==> src/rtl/ctrl_pkg.sv <==
// Shared encodings for the multi-cycle RV32I control unit: opcodes, state codes,
// instruction classes and the datapath select codes.
package ctrl_pkg;

  localparam logic [6:0] OPC_OP_IMM = 7'b0010011;
  localparam logic [6:0] OPC_OP     = 7'b0110011;
  localparam logic [6:0] OPC_LOAD   = 7'b0000011;
  localparam logic [6:0] OPC_STORE  = 7'b0100011;
  localparam logic [6:0] OPC_BRANCH = 7'b1100011;
  localparam logic [6:0] OPC_JAL    = 7'b1101111;
  localparam logic [6:0] OPC_JALR   = 7'b1100111;

  typedef enum logic [2:0] {
    ST_FETCH  = 3'd0,
    ST_DECODE = 3'd1,
    ST_EXEC   = 3'd2,
    ST_MEM    = 3'd3,
    ST_WB     = 3'd4,
    ST_TRAP   = 3'd7
  } state_t;

  typedef enum logic [2:0] {
    CLS_OP, CLS_OP_IMM, CLS_LOAD, CLS_STORE,
    CLS_BRANCH, CLS_JAL, CLS_JALR, CLS_ILLEGAL
  } cls_t;

  localparam logic [1:0] PC_PLUS4 = 2'b00;
  localparam logic [1:0] PC_REL   = 2'b01;
  localparam logic [1:0] PC_ALU   = 2'b10;

  localparam logic [1:0] ALU_BRANCH = 2'b00;
  localparam logic [1:0] ALU_OP_IMM = 2'b01;
  localparam logic [1:0] ALU_ADD    = 2'b10;
  localparam logic [1:0] ALU_OP     = 2'b11;

  typedef struct packed {
    logic       legal;
    cls_t       cls;
    logic       imm_data;
    logic [1:0] opcode_alu;
  } dec_t;

endpackage

==> src/rtl/opcode_decode.sv <==
// Combinational opcode classifier: legality, instruction class, operand-B select
// and ALU operation group.
module opcode_decode
  import ctrl_pkg::*;
#(
  parameter bit SUPPORT_JALR = 1'b1
) (
  input  logic [6:0] opcode,
  output dec_t       dec
);

  always_comb begin
    dec = '{legal: 1'b0, cls: CLS_ILLEGAL, imm_data: 1'b0, opcode_alu: ALU_ADD};
    case (opcode)
      OPC_OP:     dec.cls = CLS_OP;
      OPC_OP_IMM: dec.cls = CLS_OP_IMM;
      OPC_LOAD:   dec.cls = CLS_LOAD;
      OPC_STORE:  dec.cls = CLS_STORE;
      OPC_BRANCH: dec.cls = CLS_BRANCH;
      OPC_JAL:    dec.cls = CLS_JAL;
      OPC_JALR:   dec.cls = SUPPORT_JALR ? CLS_JALR : CLS_ILLEGAL;
      default:    dec.cls = CLS_ILLEGAL;
    endcase

    dec.legal    = (dec.cls != CLS_ILLEGAL);
    dec.imm_data = (dec.cls == CLS_OP_IMM) || (dec.cls == CLS_LOAD) ||
                   (dec.cls == CLS_STORE)  || (dec.cls == CLS_JALR);

    case (dec.cls)
      CLS_OP_IMM: dec.opcode_alu = ALU_OP_IMM;
      CLS_OP:     dec.opcode_alu = ALU_OP;
      CLS_BRANCH: dec.opcode_alu = ALU_BRANCH;
      default:    dec.opcode_alu = ALU_ADD;
    endcase
  end

endmodule

==> src/rtl/control_fsm.sv <==
// Multi-cycle RV32I control unit: FETCH/DECODE/EXEC/MEM/WB sequencing with a
// variable-latency memory port, bus timeout and sticky fault flags.
module control_fsm
  import ctrl_pkg::*;
#(
  parameter bit SUPPORT_JALR = 1'b1,
  parameter int TIMEOUT      = 64
) (
  input  logic       clk,
  input  logic       rst,
  input  logic [6:0] opcode,
  input  logic       br_taken,
  input  logic       mem_ready,
  output logic       mem_req,
  output logic       mem_ifetch,
  output logic       mem_we,
  output logic       ir_we,
  output logic       pc_we,
  output logic [1:0] pc_src,
  output logic       reg_write,
  output logic       wb_pc,
  output logic       mem_to_reg,
  output logic       imm_data,
  output logic [1:0] opcode_alu,
  output logic       instret,
  output logic       illegal,
  output logic       bus_err,
  output logic [2:0] state_o
);

  localparam int             CW   = (TIMEOUT > 0) ? $clog2(TIMEOUT + 1) : 1;
  localparam logic [CW-1:0]  TMAX = CW'(TIMEOUT);
  localparam bit             TO_EN = (TIMEOUT > 0);

  state_t        state, nxt;
  logic [CW-1:0] cnt;
  logic          illegal_q, bus_err_q;
  logic          waiting, expired;
  dec_t          dec;

  opcode_decode #(.SUPPORT_JALR(SUPPORT_JALR)) u_dec (
    .opcode (opcode),
    .dec    (dec)
  );

  // Memory handshake: mem_req stays high for the whole FETCH/MEM state and the
  // access completes on the first cycle mem_ready is seen with mem_req high;
  // mem_ready in any other state has no effect.
  assign waiting = ((state == ST_FETCH) || (state == ST_MEM)) && !mem_ready;
  assign expired = TO_EN && waiting && (cnt == TMAX);

  always_comb begin
    nxt = state;
    case (state)
      ST_FETCH:  if (mem_ready) nxt = ST_DECODE;
                 else if (expired) nxt = ST_TRAP;
      ST_DECODE: nxt = dec.legal ? ST_EXEC : ST_TRAP;
      ST_EXEC: begin
        case (dec.cls)
          CLS_OP, CLS_OP_IMM:  nxt = ST_WB;
          CLS_LOAD, CLS_STORE: nxt = ST_MEM;
          default:             nxt = ST_FETCH;
        endcase
      end
      ST_MEM:    if (mem_ready) nxt = (dec.cls == CLS_STORE) ? ST_FETCH : ST_WB;
                 else if (expired) nxt = ST_TRAP;
      ST_WB:     nxt = ST_FETCH;
      ST_TRAP:   nxt = ST_TRAP;
      default:   nxt = ST_FETCH;
    endcase
  end

  always_ff @(posedge clk) begin
    if (rst) begin
      state     <= ST_FETCH;
      cnt       <= '0;
      illegal_q <= 1'b0;
      bus_err_q <= 1'b0;
    end else begin
      state <= nxt;
      if (nxt != state)           cnt <= '0;
      else if (waiting && TO_EN)  cnt <= cnt + 1'b1;
      if ((state == ST_DECODE) && !dec.legal) illegal_q <= 1'b1;
      if (expired)                            bus_err_q <= 1'b1;
    end
  end

  // Strobes are Moore on state/opcode; only ir_we, pc_we and instret look at mem_ready.
  always_comb begin
    mem_req    = 1'b0;
    mem_ifetch = 1'b0;
    mem_we     = 1'b0;
    ir_we      = 1'b0;
    pc_we      = 1'b0;
    pc_src     = PC_PLUS4;
    reg_write  = 1'b0;
    wb_pc      = 1'b0;
    mem_to_reg = 1'b0;
    instret    = 1'b0;
    if (!rst) begin
      case (state)
        ST_FETCH: begin
          mem_req    = 1'b1;
          mem_ifetch = 1'b1;
          ir_we      = mem_ready;
          pc_we      = mem_ready;
        end
        ST_EXEC: begin
          case (dec.cls)
            CLS_BRANCH: begin
              pc_we   = br_taken;
              pc_src  = PC_REL;
              instret = 1'b1;
            end
            CLS_JAL, CLS_JALR: begin
              reg_write = 1'b1;
              wb_pc     = 1'b1;
              pc_we     = 1'b1;
              pc_src    = (dec.cls == CLS_JALR) ? PC_ALU : PC_REL;
              instret   = 1'b1;
            end
            default: ;
          endcase
        end
        ST_MEM: begin
          mem_req = 1'b1;
          mem_we  = (dec.cls == CLS_STORE);
          instret = mem_ready && (dec.cls == CLS_STORE);
        end
        ST_WB: begin
          reg_write  = 1'b1;
          mem_to_reg = (dec.cls == CLS_LOAD);
          instret    = 1'b1;
        end
        default: ;
      endcase
    end
  end

  assign imm_data   = !rst && dec.imm_data;
  assign opcode_alu = rst ? 2'b00 : dec.opcode_alu;
  assign illegal    = !rst && illegal_q;
  assign bus_err    = !rst && bus_err_q;
  assign state_o    = rst ? 3'd0 : state;

endmodule
==> config.mk <==
export PLATFORM = sky130hd
export DESIGN_NAME = control_fsm
export DESIGN_NICKNAME = d
export VERILOG_FILES = /design/src/rtl/ctrl_pkg.sv /design/src/rtl/opcode_decode.sv /design/src/rtl/control_fsm.sv
export SDC_FILE = /design/constraint.sdc
export NUM_CORES = 1
export LEC_CHECK = 0
export BUFFER_PORTS_ARGS = -buffer_cell sky130_fd_sc_hd__buf_2
export CAP_MARGIN = 20
export CORE_MARGIN = 5
export CORE_UTILIZATION = 46
export DETAILED_ROUTE_END_ITERATION = 16
export PLACE_DENSITY = 0.75
export SLEW_MARGIN = 20
export SYNTH_ARGS = -nofsm -noshare
export SYNTH_HDL_FRONTEND = slang
export SYNTH_SLANG_ARGS = --single-unit
==> constraint.sdc <==
create_clock -name clk -period 1.5 [get_ports clk]
set_input_delay 0.15 -clock clk [delete_from_list [all_inputs] [get_ports clk]]
set_output_delay 0.15 -clock clk [all_outputs]
set_load 0.05 [all_outputs]
==> results of run 1 <==
## critical path, stage by stage
cell      delay [ps]
buf_6            100
nand3b_1         190
or4_4            470
nor3b_4          240
nand4_1          240
a21oi_4          200
buf_6            170
## Yosys cell counts, types with 2 or more instances
library cell / n / area share [%]
inv_1: 4 / 1.4
xor2_1: 6 / 5.0
ha_1: 2 / 2.4
nand2_1: 11 / 4.0
and4b_1: 3 / 2.9
dfxtp_1: 12 / 23
a21oi_1: 9 / 4.3
nand4_1: 6 / 3.6
nand3_1: 2 / 0.96
nor2_1: 21 / 7.5
clkbuf_1: 4 / 1.4
a31oi_1: 3 / 1.8
or2_2: 2 / 1.2
buf_6: 2 / 2.2
a211oi_1: 2 / 1.4
o21ai_0: 2 / 0.96
nor2b_1: 8 / 4.8
and3b_1: 2 / 1.7
and3_1: 5 / 3.0
nor3_1: 7 / 3.4
## metal layers
metal	up-vias	track usage, %	routed length (um)	share of wire, %
met2	156	53.7	2700	46
met1	720	38.3	2060	35
met4	0	17.2	474	8.0
met3	60	7.35	675	11
li1	660	-	-	-
met5	-	0	0	0
## worst paths after layout
kind	from	endpoint	slack (ps)	cells past startpoint
worst max-delay path	opcode[3]	instret	-400	7
worst min-delay path	rst	illegal_q$_SDFFE_PP0P_	300	2
worst max register to register	state[0]$_SDFF_PP0_	cnt[3]$_SDFFE_PP0P_	-290	6
worst min register to register	bus_err_q$_SDFFE_PP0P_	bus_err_q$_SDFFE_PP0P_	490	1
## placed cells by master (no fill, tap or decap), drive strengths merged, types with 2 or more instances in the layout
cell,n
nor3,7
a211oi,2
buf,82
nand3,3
or4,2
and4b,3
nand2,11
inv,4
xor2,6
nor3b,2
nor2b,8
clkbuf,4
nand4,6
a21oi,9
a31oi,3
or2,2
dfxtp,12
o21ai,2
ha,2
and3b,2
nor2,21
and3,5
## report_power, final
| group | internal (W) | switching (W) | total, W |
|---|---|---|---|
| combinational | 0.000406 | 0.000530 | 0.000936 |
| clock | 0.0000932 | 0.000104 | 0.000197 |
| sequential | 0.000341 | 0.0000316 | 0.000373 |
| total | 0.000840 | 0.000665 | 0.00151 |
## registers in the layout, summed over array words and instances, names as in the netlist
register and count:
cnt 7, illegal_q 1, state 3, bus_err_q 1
## what timing repair did
item / in CTS / in global routing
resized for setup: 48 / 35
hold endpoints to repair: 0 / 0
endpoints found under the setup margin: 23 / 25
setup buffers: 12 / 5
pin swaps: 17 / 14
## area by class of cell
| cell class | count | area, um^2 |
|---|---|---|
| sequential | 12 | 249 |
| multi-input combinational | 114 | 1010 |
| fill | 78 | 150 |
| clock buffer | 3 | 22.5 |
| inverter | 4 | 15.0 |
| timing repair buffer | 83 | 709 |
| tap | 28 | 35.0 |
## cell families (layout without fill, tap and decap cells)
| logic type | count (synthesis) | count (layout) | synth area share, % |
|---|---|---|---|
| adder cells (fa/ha/maj) | 2 | 2 | 2.39 |
| XOR/XNOR | 7 | 7 | 5.87 |
| multiplexers | 1 | 1 | 0.958 |
| buffers and inverters | 13 | 90 | 7.18 |
| AND/OR/NAND/NOR | 80 | 80 | 43.6 |
| AO/OA/AOI/OAI | 24 | 24 | 17.0 |
| flip-flops | 12 | 12 | 23.0 |
## per-stage QoR
stage,TNS (ps),cells
after global routing,-5270,244
after CTS,-1720,241
after floorplan,-1060,139
after detailed placement,-3300,226
after global placement,-2730,226
final,-4240,244
==> qor.yml, run 1 <==
grt_overflow: 0
async_reset_ff_share_pct: 0
nNetsFinal: 231
holdBufCountCts: 0
antennaDiodeCount: 0
cts_made_buffers: 3
hold_viol_final: 0
root_buffer: "clkbuf_4"
fin_crit_ps: 1900
die_h_um: 57.7
initial_core_util_pct: 47.7
area_delta_synth_final_pct: 95.3
finClkSkew_ps: 5.03
startpoint_type: "input port"
tightest_slew_ps: 485
cts.sinks: 12
grt_use_total_pct: 32.3
wire_per_inst_um: 24.2
port-buffer-count: 29
place_congestion: 0.912
syn-cell-area_um2: 1040
rows: 17
routed-via-count: 1596
ys_seq_area_share_pct: 23.0
violations: "setup timing"
yosysWarningCount: 0
first_global_vias: 1583
clock_latency_ps: 280
post-route-util_pct: 93.1
leakage_nw: 0.875
hpwl_mm: 2.96
critPathMaxFanout: 2
timing.final.max_slew_violations: 0
path_class: "input port to primary output"
core-area_um2: 2190
drc: 0
ys_ff_latch: 12
drtIter0Drc: 169
dr.pass1.iters: 5
cts_tree: "yes"
die_w_um: 57.7
period_share_pct: 127
clock.fmax_mhz: 525
vdd_drop_max_mv: 0.791
post-place-ws_ps: -361
cp_data_required_time_ps: 1350
io-pin-count: 30
worstHoldPathType: "input port to flip-flop"
slew_headroom_pct: 67.6
crit_arrival_ps: 1750
die-area_um2: 3320
ant_nets: 0
yosysUniqueCellTypes: 46
viasPerCell: 6.54
synth_edf_count: 0
drt-total-wl_mm: 5.91
cp-end-kind: "primary output"
status: "complete, but fails checks"
ys.flop_type: "dfxtp_1"
powerDensity_nw_per_um2: 738
drv_cap: 0
htreeDepth: 1
antenna_found_initial: 0
postLayoutCellArea_um2: 2040
grt_max_degree: 15
setup_viol: 22
fin_ws_ps: -404
p_total_w: 0.00151
syn_inst: 139
synth_nets: 152
placed_area_um2: 1610
holdWs_ps: 303
syn_area_per_cell_um2: 7.52
clkTransAtPathRegs_ps: 60
clockBufferDepth: 2
rsz0062_at_grt: "yes"
grt_pass1_wl_mm: 8.13
drive_gt1_share_pct: 62.5
Note: power is estimated with default switching activity, not from simulation.
==> inputs of run 2 (changes only) <==
--- a/config.mk
+++ b/config.mk
@@ -7,10 +7,13 @@
 export LEC_CHECK = 0
 export BUFFER_PORTS_ARGS = -buffer_cell sky130_fd_sc_hd__buf_2
 export CAP_MARGIN = 20
+export CELL_PAD_IN_SITES_DETAIL_PLACEMENT = 0
+export CELL_PAD_IN_SITES_GLOBAL_PLACEMENT = 2
 export CORE_MARGIN = 5
-export CORE_UTILIZATION = 46
+export CORE_UTILIZATION = 25
 export DETAILED_ROUTE_END_ITERATION = 16
-export PLACE_DENSITY = 0.75
+export PLACE_DENSITY_LB_ADDON = 0.1
+export SKIP_LAST_GASP = 1
 export SLEW_MARGIN = 20
 export SYNTH_ARGS = -nofsm -noshare
 export SYNTH_HDL_FRONTEND = slang
==> run 2 against run 1 <==
The run still ends with setup timing left. Non-clock buffer count shrank 1. Critical path depth stayed put. Via count shrank 19%. Sequential power down 2%. Global-route usage down 17 points. Critical path type unchanged. Register-to-register slack improved by 280 ps. Clock power up 83%. First-iteration DRC count fell by 79%. Combinational power decreased by 12%. Die area increased by 68%.
==> qor.yml, run 2 (synthesis results as in run 1) <==
instances_no_fill: 266
cp_data_required_time_ps: 1350
slowest_delay_ps: 450
nNetsFinal: 230
path_class: "input port to primary output"
crit_path_start: "opcode[3]"
clock.fmax_mhz: 579
antennaDiodeCount: 0
slew_headroom_pct: 71.4
port-buffer-count: 29
leakage_nw: 0.894
cp-end-kind: "primary output"
core-area_um2: 4030
grt_use_total_pct: 15.0
drc: 0
first_global_vias: 1352
multi_input_area_um2: 983
min_from: "illegal_q$_SDFFE_PP0P_"
reg.largest.list: "cnt (7), state (3)"
period_share_pct: 115
drv_cap: 0
routed-via-count: 1300
htreeDepth: 1
vdd_drop_max_mv: 0.660
timing.final.max_slew_violations: 0
grt_pass1_wl_mm: 6.49
grt_use_met3_pct: 2.14
critPathMaxFanout: 2
largest_reg_flops: 7
postLayoutCellArea_um2: 2060
root_buffer: "clkbuf_8"
tightest_slew_ps: 429
die_h_um: 74.6
nFillCells: 396
setup_viol: 14
p_total_w: 0.00155
cts.sinks: 12
drt-total-wl_mm: 3.88
cpMaxStageDelayCell: "or4_4"
use_met2_pct: 27.4
holdWs_ps: 471
clkTransAtPathRegs_ps: 50
top_register: "cnt"
cts_made_buffers: 3
area_delta_synth_final_pct: 97.2
clockBufferDepth: 2
final_common_cell: "buf_4"
clock_latency_ps: 240
violations: "setup timing"
rsz0062_at_grt: "yes"
drtIter0Drc: 36
holdBufCountCts: 0
grt_max_degree: 13
initial_core_util_pct: 25.9
regArea_um2: 251
place_congestion: 0.832
mostFrequentLayoutCells: "44 x buf_4, 20 x buf_6, 18 x nor2_1"
cp.depth: 7
worstHoldPathType: "flip-flop to flip-flop"
reg2regPathDepth: 5
antenna_found_initial: 0
fin_crit_ps: 1730
wire_per_inst_um: 14.6
drive_gt1_share_pct: 61.6
crit_family: "simple AND/OR/NAND/NOR gates"
grt_overflow: 0
whs_path_depth: 2
io-pin-count: 30
status: "complete, but fails checks"
crit_arrival_ps: 1580
viasPerCell: 4.89
placed_area_um2: 1690
fin_ws_ps: -227
startpoint_type: "input port"
hold_viol_final: 0
die-area_um2: 5570
cp_num_buf_inv: 4
dp.cells: 253
ant_nets: 0
post-route-util_pct: 51.1
rows: 23
finClkSkew_ps: 3.09
gr-usage-met1_pct: 17.6
crit_chain: "buf_6, nand3b_1, or4_4, buf_4, buf_6, and4b_4, buf_8"
r2r-start: "state[0]$_SDFF_PP0_"
cts_tree: "yes"
busiest_layer: "met2"
die_w_um: 74.6
hpwl_mm: 3.11
crit_top_cell: "buf_6"
powerDensity_nw_per_um2: 751
dr.pass1.iters: 4
run 2: cell types whose count changed in the layout (fill, tap and decap cells not counted), moves of 3 or more:
| cell | before | now |
|---|---|---|
| clkbuf_4 | 4 | 1 |
| a21oi_2 | 5 | 2 |
| buf_6 | 23 | 20 |
| clkbuf_8 | 0 | 4 |
run 2: routing by layer:
layer | share of wire [%] | routed length (um)
met2 | 51 | 1990
met5 | 0 | 0
met3 | 5.9 | 230
met1 | 42 | 1610
met4 | 1.4 | 53
run 2: path summary, 6_finish.rpt:
| path | slack [ps] | to |
|---|---|---|
| setup reg to reg | -10 | cnt[2]$_SDFFE_PP0P_ |
| hold / removal | 470 | illegal_q$_SDFFE_PP0P_ |
| hold reg to reg | 470 | illegal_q$_SDFFE_PP0P_ |
| setup / recovery | -230 | mem_to_reg |
run 2: cell type report:
cell class              instances  share of cell area, %
multi-input cells             114                   47.7
well taps                      50                   3.04
repair buffers                 82                   33.6
flip-flops and latches         12                   12.2
inverters                       4                  0.729
clock buffers                   4                   2.67
run 2: where the power goes:
group          switching [W]  internal, W
clock               0.000129     0.000232
sequential         0.0000226     0.000342
combinational       0.000438     0.000383
total               0.000589     0.000958
run 2: per-stage QoR:
stage | TNS (ps) | worst slack (ps)
floorplan | -1060 | -284
global placement | -2860 | -314
detailed placement | -3050 | -319
CTS | -746 | -197
global route | -2580 | -306
finish | -1600 | -227
run 2: worst reg2reg max path, cell delays in order, from the launching register on:
cell	delay [ps]
dfxtp_2	340
or4_1	390
o221ai_1	210
and4_1	260
nand3_2	140
nor2_1	120
run 2: what timing repair did:
| action | in CTS | in global routing |
|---|---|---|
| setup buffers | 5 | 5 |
| cloned | 0 | 0 |
| hold endpoints to repair | 0 | 0 |
| endpoints found under the setup margin | 23 | 23 |
| pin swaps | 21 | 13 |
| resized for setup | 50 | 25 |
==> inputs of run 3 (changes only) <==
--- a/config.mk
+++ b/config.mk
@@ -5,12 +5,13 @@
 export SDC_FILE = /design/constraint.sdc
 export NUM_CORES = 1
 export LEC_CHECK = 0
+export ABC_AREA = 1
 export BUFFER_PORTS_ARGS = -buffer_cell sky130_fd_sc_hd__buf_2
 export CAP_MARGIN = 20
 export CELL_PAD_IN_SITES_DETAIL_PLACEMENT = 0
 export CELL_PAD_IN_SITES_GLOBAL_PLACEMENT = 2
 export CORE_MARGIN = 5
-export CORE_UTILIZATION = 25
+export CORE_UTILIZATION = 24
 export DETAILED_ROUTE_END_ITERATION = 16
 export PLACE_DENSITY_LB_ADDON = 0.1
 export SKIP_LAST_GASP = 1
==> run 3 against run 2 <==
The run still ends with setup timing left. Clock skew is 2.1 ps lower. Setup slack improved by 77 ps. First-iteration DRC count shrank 2.8%. Critical path type is now flip-flop to primary output. Largest cell class unchanged. Largest power group unchanged.
==> qor.yml, run 3 <==
area_delta_synth_final_pct: 99.1
ant_nets: 0
grt_pass1_wl_mm: 6.24
worstHoldPathType: "input port to flip-flop"
violations: "setup timing"
leakage_nw: 1.00
postLayoutCellArea_um2: 2170
cp_data_required_time_ps: 1350
io-pin-count: 30
drive_gt1_share_pct: 65.9
async_reset_ff_share_pct: 0
hold_viol_final: 0
p_int_w: 0.00132
multi_input_area_um2: 978
post-place-ws_ps: -197
cts_made_buffers: 3
r2r_slack_ps: -150
synth_edf_count: 0
antenna_found_initial: 0
clock.fmax_mhz: 606
nNetsFinal: 279
first_global_vias: 1362
initial_core_util_pct: 24.9
htreeDepth: 1
dr.pass1.iters: 4
top_register: "cnt"
drc: 0
grt_max_degree: 16
finClkSkew_ps: 0.993
final_common_cell: "buf_4"
antennaDiodeCount: 0
timing.final.max_slew_violations: 0
cts.sinks: 12
root_buffer: "clkbuf_8"
cts_tree: "yes"
dp.cells: 297
port-buffer-count: 29
critPathMaxFanout: 4
synthTopCellsByCount: "33 x nand2_1, 25 x nor2_1, 20 x inv_1, 12 x dfxtp_1"
rsz0062_at_grt: "yes"
setup_viol: 20
startpoint_type: "flip-flop"
clock_latency_ps: 230
drtIter0Drc: 35
p_seq_share_pct: 18.3
mostFrequentLayoutCells: "51 x buf_4, 26 x nand2_1, 20 x buf_6"
syn_area_per_cell_um2: 6.19
core-area_um2: 4380
synth_top_area_cell: "dfxtp_1"
die_h_um: 77.4
die_w_um: 77.4
grt_overflow: 0
largest_reg_flops: 7
slew_headroom_pct: 76.8
fin_ws_ps: -151
yosysUniqueCellTypes: 29
post-route-util_pct: 49.5
ys.flop_type: "dfxtp_1"
path_class: "flip-flop to primary output"
comb_power_share_pct: 69.8
viasPerCell: 4.39
instances_no_fill: 316
synth_nets: 189
routed-via-count: 1387
status: "complete, but fails checks"
tightest_slew_ps: 346
placed_area_um2: 1720
period_share_pct: 110
syn_inst: 176
ys_ff_latch: 12
clockBufferDepth: 2
netlist_top_cells_area: "dfxtp_1 22%, nand2_1 11%, nor2_1 8.6%"
p_sw_w: 0.00106
regArea_um2: 254
post-synth-top-count-cell: "nand2_1"
drt-total-wl_mm: 3.85
switching_share_pct: 44.6
yosysWarningCount: 0
rows: 24
nFillCells: 450
power_frac_clock_pct: 11.9
place_congestion: 0.867
vdd_drop_max_mv: 0.776
grt_use_total_pct: 12.3
cp-end-kind: "primary output"
reg.largest.list: "cnt (7), state (3)"
holdWs_ps: 260
crit_arrival_ps: 1500
synth_top_area_share_pct: 22.0
fin_crit_ps: 1650
hpwl_mm: 2.88
ys_seq_area_share_pct: 22.0
syn-cell-area_um2: 1090
clkTransAtPathRegs_ps: 50
drv_cap: 0
wire_per_inst_um: 12.2
die-area_um2: 5990
powerDensity_nw_per_um2: 1090
[run 3: cell count changes after synthesis, moves of 4 or more]
cell	delta
nor2_1	+4
nand2_2	+6
and3_1	-5
nand2_1	+22
inv_1	+16
nor2_2	+11
inv_2	+8
nor2b_1	-8
nand3_1	+8
[run 3: power groups by stage]
stage,clock [W],combinational (W),sequential (W)
finish,0.000281,0.00166,0.000435
global route,0.000309,0.00178,0.000443
floorplan,0,0.000765,0.000404
global placement,0,0.00124,0.000410
CTS,0.000297,0.00146,0.000423
detailed placement,0,0.00125,0.000412
[run 3: metrics by stage]
| step | TNS (ps) | power (W) |
|---|---|---|
| final | -1830 | 0.00237 |
| after global routing | -3610 | 0.00253 |
| after CTS | -1840 | 0.00218 |
| after detailed placement | -2110 | 0.00166 |
| after global placement | -2180 | 0.00165 |
| after floorplan | -438 | 0.00117 |
[run 3: final timing paths]
check	from	to	cells after the start
setup / recovery	state[0]$_SDFF_PP0_	pc_we	9
setup reg to reg	state[0]$_SDFF_PP0_	cnt[5]$_SDFFE_PP0P_	12
hold / removal	rst	state[0]$_SDFF_PP0_	2
hold reg to reg	bus_err_q$_SDFFE_PP0P_	bus_err_q$_SDFFE_PP0P_	2
[run 3: cells by family (layout without fill, tap and decap cells)]
family                     count (synthesis)  count (layout)  synth area share (%)
xor gates and xnor gates                   6               6                  4.82
AOI/OAI and AO/OA                         16              16                  7.81
and+or+nand+nor                          110             110                  52.7
DFF                                       12              12                  22.0
adders and majority gates                  2               2                  2.30
buffers and inverters                     30             118                  10.3
[run 3: final cells by class]
type | count | share of cell area (%)
multi-input combinational | 134 | 45.1
tap | 52 | 3.00
clock buffer | 3 | 1.90
sequential | 12 | 11.7
timing repair buffer | 87 | 33.4
inverter | 28 | 4.84
[run 3: worst max-delay path, cell delays in order (launching register included)]
cell and delay [ps]:
dfxtp_4 370, nor2_4 170, buf_6 120, buf_6 90, nand2_4 50, inv_2 60, buf_4 100, a21oi_1 70
nor2_2 90, buf_6 160
[run 3: repair_timing]
item	CTS	global route
hold buffers	0	0
setup endpoints to repair	21	22
resized for setup	44	46
setup buffers	9	8
pin swaps	12	22
[run 3: metal layers]
layer	track usage, %	part of all wire [%]	vias up
met4	0.515	0	0
met2	18.4	47	29
met5	0	0	-
met1	18.2	47	622
met3	3.82	6.0	0
li1	-	-	736
